[src/rtl/ld_pkg.sv]
// Shared types for the linked-data slot allocator.
package ld_pkg;

  // Slot-search policy used when picking a free slot to grant.
  typedef enum logic [0:0] {
    LOWEST_FIRST = 1'b0,
    ROUND_ROBIN  = 1'b1
  } ld_alloc_mode_e;

endpackage

[src/rtl/ld_free_finder.sv]
// Finds the first set bit of a free mask at or above a start index,
// wrapping from MaxTxns-1 back to 0.
module ld_free_finder #(
  parameter int unsigned MaxTxns  = 16,
  parameter int unsigned IdxWidth = $clog2(MaxTxns)
) (
  input  logic [MaxTxns-1:0]  free_mask_i,
  input  logic [IdxWidth-1:0] start_i,
  output logic                found_o,
  output logic [IdxWidth-1:0] idx_o
);

  // Scan from farthest to nearest so the last hit written is the nearest one.
  always_comb begin
    int                  j;
    logic [IdxWidth-1:0] jj;
    j       = 0;
    jj      = '0;
    found_o = 1'b0;
    idx_o   = '0;
    for (int k = int'(MaxTxns) - 1; k >= 0; k--) begin
      j = int'(start_i) + k;
      if (j >= int'(MaxTxns)) begin
        j = j - int'(MaxTxns);
      end
      jj = IdxWidth'(j);
      if (free_mask_i[jj]) begin
        found_o = 1'b1;
        idx_o   = jj;
      end
    end
  end

endmodule

[src/rtl/ld_alloc.sv]
// Linked-data slot allocator: grants one free slot per cycle, accepts one
// release per cycle, tracks occupancy and flags illegal releases.
module ld_alloc
  import ld_pkg::*;
#(
  parameter int unsigned    MaxTxns   = 16,
  parameter ld_alloc_mode_e AllocMode = LOWEST_FIRST,
  parameter int unsigned    IdxWidth  = $clog2(MaxTxns)
) (
  input  logic                clk_i,
  input  logic                rst_i,
  input  logic                alloc_req_i,
  output logic                alloc_gnt_o,
  output logic [IdxWidth-1:0] alloc_idx_o,
  input  logic                release_valid_i,
  input  logic [IdxWidth-1:0] release_idx_i,
  input  logic                flush_i,
  output logic [MaxTxns-1:0]  free_mask_o,
  output logic [IdxWidth:0]   occupancy_o,
  output logic                full_o,
  output logic                empty_o,
  output logic                err_o
);

  localparam logic [MaxTxns-1:0]  AllFree = {MaxTxns{1'b1}};
  localparam logic [IdxWidth:0]   OccMax  = (IdxWidth + 1)'(MaxTxns);
  localparam logic [IdxWidth-1:0] LastIdx = IdxWidth'(MaxTxns - 1);

  logic [MaxTxns-1:0]  free_mask_q, free_mask_d;
  logic [IdxWidth:0]   occ_q, occ_d;
  logic [IdxWidth-1:0] ptr_q, ptr_d;
  logic                err_q, err_d;

  logic [IdxWidth-1:0] search_start;
  logic                found;
  logic [IdxWidth-1:0] found_idx;
  logic                gnt;
  logic                rel_in_range;
  logic                rel_legal;

  // Lowest-first always searches from slot 0; round-robin resumes after the
  // last granted slot.
  assign search_start = (AllocMode == ROUND_ROBIN) ? ptr_q : '0;

  ld_free_finder #(
    .MaxTxns  (MaxTxns),
    .IdxWidth (IdxWidth)
  ) u_finder (
    .free_mask_i (free_mask_q),
    .start_i     (search_start),
    .found_o     (found),
    .idx_o       (found_idx)
  );

  // Index range check is only meaningful when MaxTxns is not a power of two.
  if (MaxTxns == (32'd1 << IdxWidth)) begin : g_pow2
    assign rel_in_range = 1'b1;
  end else begin : g_npow2
    assign rel_in_range = (32'(release_idx_i) < 32'(MaxTxns));
  end

  // A release is legal only for an in-range slot that is currently busy.
  assign rel_legal = release_valid_i & rel_in_range & ~free_mask_q[release_idx_i];

  // Grant uses only the registered mask, so a same-cycle release never bypasses.
  assign gnt = alloc_req_i & ~flush_i & ~rst_i & found;

  // Next-state: flush wins, otherwise apply grant and legal release together.
  always_comb begin
    free_mask_d = free_mask_q;
    occ_d       = occ_q;
    ptr_d       = ptr_q;
    err_d       = 1'b0;
    if (flush_i) begin
      free_mask_d = AllFree;
      occ_d       = '0;
      ptr_d       = '0;
      err_d       = 1'b0;
    end else begin
      if (gnt) begin
        free_mask_d[found_idx] = 1'b0;
        ptr_d = (found_idx == LastIdx) ? '0 : found_idx + 1'b1;
      end
      if (rel_legal) begin
        free_mask_d[release_idx_i] = 1'b1;
      end
      occ_d = occ_q + (IdxWidth + 1)'(gnt) - (IdxWidth + 1)'(rel_legal);
      err_d = release_valid_i & ~rel_legal;
    end
  end

  // State registers; reset frees every slot immediately.
  always_ff @(posedge clk_i or posedge rst_i) begin
    if (rst_i) begin
      free_mask_q <= AllFree;
      occ_q       <= '0;
      ptr_q       <= '0;
      err_q       <= 1'b0;
    end else begin
      free_mask_q <= free_mask_d;
      occ_q       <= occ_d;
      ptr_q       <= ptr_d;
      err_q       <= err_d;
    end
  end

  assign alloc_gnt_o = gnt;
  assign alloc_idx_o = found_idx;
  assign free_mask_o = free_mask_q;
  assign occupancy_o = occ_q;
  assign full_o      = (occ_q == OccMax);
  assign empty_o     = (occ_q == '0);
  assign err_o       = err_q;

endmodule

[config.mk]
export PLATFORM = sky130hd
export DESIGN_NAME = ld_alloc
export DESIGN_NICKNAME = d
export VERILOG_FILES = /design/src/rtl/ld_pkg.sv /design/src/rtl/ld_free_finder.sv /design/src/rtl/ld_alloc.sv
export SDC_FILE = /design/constraint.sdc
export NUM_CORES = 1
export LEC_CHECK = 0
export CAP_MARGIN = 5
export CORE_MARGIN = 8
export CORE_UTILIZATION = 40
export CTS_BUF_LIST = sky130_fd_sc_hd__clkbuf_4
export DETAILED_ROUTE_END_ITERATION = 12
export GPL_ROUTABILITY_DRIVEN = 0
export HOLD_SLACK_MARGIN = 0.03
export PLACE_DENSITY = 0.7
export SYNTH_ARGS = -nofsm -noshare
export SYNTH_HDL_FRONTEND = slang
export SYNTH_SLANG_ARGS = --single-unit
[constraint.sdc]
create_clock -name clk_i -period 3.5 [get_ports clk_i]
set_clock_uncertainty 0.1 [all_clocks]
set_input_delay 0.7 -clock clk_i [delete_from_list [all_inputs] [get_ports clk_i]]
set_output_delay 0.7 -clock clk_i [all_outputs]
set_load 0.02 [all_outputs]
==> flow_summary.toml, run 1 <==
[die]
core_um2 = 3720
pin_count = 38
row_count = 22
chipWidth_um = 78.6
dieArea_um2 = 6180
die_h_um = 78.6
start_util_pct = 42.2

[clocking]
cts_tree = "done"
cts-root-buf = "clkbuf_4"
hold_buffers = 0
max-clock-path-buffers = 2
clk_pin_slew_ps = 140
insertion_delay_ps = 320
cts-buffers-inserted = 3
h-tree-depth = 1
cts.sinks = 22

[timing]
worstMarginPinSlew_ps = 671
hold_violations = 0
rsz0062_at_grt = "no"
max_freq_mhz = 296
min_period_ps = 3380
drv_slew = 0
setup_tns_ps = 0
slew_headroom_pct = 54.8
finalCritPeriodShare_pct = 96.5
setup_violations = 0
setup_ws_ps = 122

[power]
power_density_nw_per_um2 = 308
p_leak_nw = 0.823
peakVddDrop_v = 0.000150

[worst_hold_path]
min_from = "free_mask_o[10]"
min_path_type = "register to register"

[logic_synthesis]
synth_compound_area_share_pct = 19.0
synthAdderAreaFrac_pct = 6.07
synth_seq_area_share_pct = 36.4
synthMuxAreaShare_pct = 7.42
synth_xor_area_share_pct = 1.68
yosys_warnings = 0
synth_area_um2 = 1570
synth_nets = 173
synth_seq_cells = 22
synth_edf_count = 0
async_reset_ff_share_pct = 100
syn_avg_cell_area_um2 = 9.99
ys.flop_type = "dfstp_2"
syn_inst = 157
synth-simple-area-share_pct = 22.8
ys_types = 45
synth_top_family_by_area = "simple AND/OR/NAND/NOR gates"

[global_routing]
grt-ovfl-total = 0
use_met1_pct = 18.0
grt_antenna_before_repair = 0
grt-busiest-layer = "met2"
grt_use_met2_pct = 25.0
grt_pass1_wl_mm = 7.78
track_usage_pct = 15.1
grt_pass1_vias = 1599
use_met3_pct = 4.21
grt_max_degree = 23

[finish]
insertedDiodeCount = 0
final_common_cell = "clkdlybuf4s50_1"
fin_cells = 251
drive_gt1_share_pct = 25.1
nets = 220
area_delta_synth_final_pct = 33.6
final_cell_mix = "35 x clkdlybuf4s50_1, 16 x dfstp_2, 15 x inv_1"

[routing]
drt-wirelength-per-cell_um = 18.0
post_drt_via_cell_ratio = 5.81
ant_nets = 0
vias = 1458
drt-pass1-iter-count = 5
drc = 0
wirelength_mm = 4.53
drt_iter0_markers = 157

[placement]
portBuffers = 37
dp.cells = 245
hpwlAfterDp_mm = 3.38
dp_slack_ps = -572

[worst_setup_path]
setup.worst_path.class = "primary input to register"
required_ps = 3660
critPathTopFamily = "multiplexers"
arrival_ps = 3540
r2r-start = "free_mask_o[2]"
cp-start-kind = "primary input"
cpPeakStageDelay_ps = 530
crit_slowest_cell = "mux4_2"
cp-end-kind = "register"
crit_buf_inv = 5
path_max_fanout = 6
cp-startpoint = "release_idx_i[0]"
cp_cell_sequence = "dlygate4sd2_1 > buf_6 > mux4_2 > mux4_2 > nor2b_1 > ha_1 > inv_1 > ha_2 > inv_2 > fa_2 > inv_1 > a21oi_2 > nor2_2 > or3_1 > a21oi_2"

[outcome]
status = "finished clean"

[job]
max-cap-violations = 0
[layout make-up]
| type | count | area, um^2 |
|---|---|---|
| multi-input cells | 114 | 905 |
| clock inverters | 1 | 30.0 |
| fillers | 333 | 1620 |
| well taps | 48 | 60.1 |
| flip-flops and latches | 22 | 571 |
| inverters | 16 | 60.1 |
| repair buffers | 47 | 447 |
| clock buffers | 3 | 22.5 |
[cells by family (layout without fill, tap and decap cells)]
kind of cell | after synthesis | count (layout)
buf+inv | 21 | 67
fa+ha+maj | 7 | 7
simple gates | 57 | 57
compound gates | 42 | 42
flops | 22 | 22
mux | 5 | 5
xor+xnor | 3 | 3
[synthesized netlist by cell type (3+ instances only)]
cell / instances / area share (%)
nand2_1: 8 / 1.9
a211o_1: 3 / 1.7
ha_1: 6 / 4.8
inv_1: 16 / 3.8
dfrtp_1: 6 / 9.6
and3_1: 3 / 1.2
a221o_1: 5 / 3.2
dfstp_2: 16 / 27
nor3b_1: 6 / 2.9
a21oi_1: 12 / 3.8
a21o_1: 3 / 1.4
o21ai_0: 5 / 1.6
o31ai_1: 6 / 2.9
nor2_1: 13 / 3.1
mux4_2: 4 / 5.7
a221oi_1: 3 / 1.7
nor3_1: 6 / 1.9
[final timing paths]
check	end	slack [ps]	cells after the start
min	free_mask_o[10]	420	2
min in group asynchronous	err_o	680	3
min reg2reg	free_mask_o[10]	420	2
max reg2reg	occupancy_o[4]	430	13
max in group asynchronous	free_mask_o[12]	2340	3
max	occupancy_o[4]	120	15
[report_power, final]
| part | switching, mW | leakage [nW] | internal [mW] |
|---|---|---|---|
| clock | 0.0885 | 0.0279 | 0.116 |
| combinational | 0.0858 | 0.545 | 0.0796 |
| sequential | 0.00995 | 0.250 | 0.265 |
[through the flow]
stage | area (um^2) | hold WS (ps) | power [mW] | util (%)
finish | 2090 | 417 | 0.645 | 56.4
global route | 2090 | 448 | 0.676 | 56.4
CTS | 2090 | 419 | 0.646 | 56.4
detailed placement | 2010 | 396 | 0.436 | 54.2
global placement | 2010 | 398 | 0.430 | 54.2
floorplan | 1570 | 417 | 0.363 | -
[flip-flops by register name (all words and copies together), names as in the netlist]
signal	count
free_mask_o	16
occupancy_o	5
err_o	1
[worst min-delay path, stage by stage, from the launching register on]
cell,delay [ps]
dfstp_2,420
o31ai_1,60
nand2_1,50
[metal layers]
metal	wire length (um)	vias to the layer above
met5	0	-
met4	81	0
met3	422	11
met2	2220	81
met1	1810	694
li1	-	672
[what timing repair did]
| action | CTS | global route |
|---|---|---|
| pin swaps | 6 | 5 |
| setup endpoints to repair | 2 | 1 |
| gates resized for setup | 11 | 0 |
| buffers inserted | 2 | 0 |
Note: power is estimated with default switching activity, not from simulation.
==> run 2, diff against run 1 <==
GPL_TIMING_DRIVEN = 0   (was default)
PLACE_DENSITY = 0.67   (was 0.7)
==> run 2 against run 1 <==
Compared with the run above: cell area is 0.36% higher; via count rose by 2.9%; worst hold slack improved by 10 ps; critical path depth unchanged; sequential cell count did not move; largest cell class unchanged; largest power group unchanged.
==> flow_summary.toml, run 2 (synthesis gave the netlist of run 1 again) <==
[outcome]
status = "finished clean"

[global_routing]
grt-ovfl-total = 0
track_usage_pct = 14.3
grt_max_degree = 24
grt_pass1_vias = 1522
grt_pass1_wl_mm = 7.29
grt_antenna_before_repair = 0

[power]
power_density_nw_per_um2 = 301
peakVddDrop_v = 0.000154
finalPower_mw = 0.632
p_leak_nw = 0.818

[finish]
largest_reg_flops = 16
area_delta_synth_final_pct = 34.1
final_cell_mix = "35 x clkdlybuf4s50_1, 16 x dfstp_2, 15 x inv_1"
nets = 222
fin_util_pct = 56.6
final_common_cell = "clkdlybuf4s50_1"
drive_gt1_share_pct = 23.4
insertedDiodeCount = 0

[worst_setup_path]
r2r-end = "occupancy_o[4]"
setup.worst_path.class = "primary input to register"
crit_end = "occupancy_o[4]"
reg2reg_slack_ps = 290
path_max_fanout = 10
r2r-start = "free_mask_o[2]"
cp-end-kind = "register"
cp-startpoint = "release_idx_i[1]"
required_ps = 3570
cp-start-kind = "primary input"
arrival_ps = 3480
reg2reg_depth = 14

[clocking]
max-clock-path-buffers = 2
h-tree-depth = 1
cts.sinks = 22
cts-root-buf = "clkbuf_4"
hold_buffers = 0
cts-buffers-inserted = 3
insertion_delay_ps = 310
cts_tree = "done"
clk_pin_slew_ps = 140

[timing]
min_period_ps = 3410
slew_headroom_pct = 52.2
max_freq_mhz = 293
finalCritPeriodShare_pct = 97.4
rsz0062_at_grt = "yes"
worstMarginPinSlew_ps = 709
hold_violations = 0
setup_ws_ps = 91.0
timing.hold.ws_ps = 427
setup_violations = 0
setup_tns_ps = 0
drv_slew = 0

[die]
row_count = 22
dieArea_um2 = 6180
pin_count = 38
die_h_um = 78.6
start_util_pct = 42.2
core_um2 = 3720
chipWidth_um = 78.6

[routing]
drc = 0
drt_iter0_markers = 119
post_drt_via_cell_ratio = 5.93
drt-pass1-iter-count = 4
wirelength_mm = 4.64
ant_nets = 0
vias = 1501
drt-wirelength-per-cell_um = 18.4

[placement]
portBuffers = 36
dp_slack_ps = -545
hpwlAfterDp_mm = 3.36

[worst_hold_path]
min_path_type = "register to register"

[job]
max-cap-violations = 0
==> run 2: where the power goes <==
group          switching, mW  total [mW]  internal (mW)
logic                 0.0836       0.161         0.0772
clock network         0.0811       0.197          0.116
registers            0.00970       0.275          0.265
total                  0.174       0.632          0.458
==> run 2: what timing repair did <==
item                       in CTS  in global routing
gates resized for setup         3                  2
setup endpoints to repair       2                  3
buffers inserted                0                  7
cloned                          0                  1
==> run 2: layer usage <==
layer / wire (um) / vias up / GRT usage (%) / share of wire (%)
li1: - / 676 / - / -
met1: 1860 / 741 / 17.7 / 40
met2: 2190 / 72 / 23.1 / 47
met3: 457 / 12 / 3.99 / 9.8
met4: 131 / 0 / 5.19 / 2.8
met5: 0 / - / 0 / 0
==> run 2: how the worst min path moves through the flow <==
| stage | startpoint | endpoint | slack (ps) | cells past startpoint |
|---|---|---|---|---|
| 2_1_floorplan | free_mask_o[6] | free_mask_o[6] | 420 | 2 |
| 3_3_place_gp | free_mask_o[6] | free_mask_o[6] | 390 | 2 |
| 3_5_place_dp | free_mask_o[6] | free_mask_o[6] | 400 | 2 |
| 4_1_cts | free_mask_o[6] | free_mask_o[6] | 430 | 2 |
| 5_1_grt | free_mask_o[14] | free_mask_o[14] | 450 | 2 |
| 6_report | free_mask_o[6] | free_mask_o[6] | 430 | 2 |
==> run 2: layout make-up <==
type | count | area (um^2)
multi-input combinational | 114 | 893
fill | 338 | 1610
inverter | 16 | 63.8
tap | 48 | 60.1
buffer | 5 | 43.8
timing repair buffer | 43 | 413
clock inverter | 1 | 30.0
clock buffer | 3 | 22.5
sequential | 22 | 571
timing repair inverter | 1 | 5.00
==> run 2: per-stage QoR <==
| step | instances | area (um^2) |
|---|---|---|
| finish | 253 | 2100 |
| detailed placement | 241 | 1990 |
| global route | 253 | 2100 |
| global placement | 241 | 1990 |
| floorplan | 157 | 1570 |
| CTS | 245 | 2040 |
==> run 2: worst max-delay path, stage by stage <==
cell and delay [ps]:
clkdlybuf4s15_1 260, clkbuf_8 200, mux4_2 330, mux4_2 510
nor2b_1 140, ha_1 230, inv_1 60, ha_1 170
inv_1 60, fa_1 390, inv_1 70, a21oi_1 50
nor2_1 110, or3_1 120, a21oi_1 60
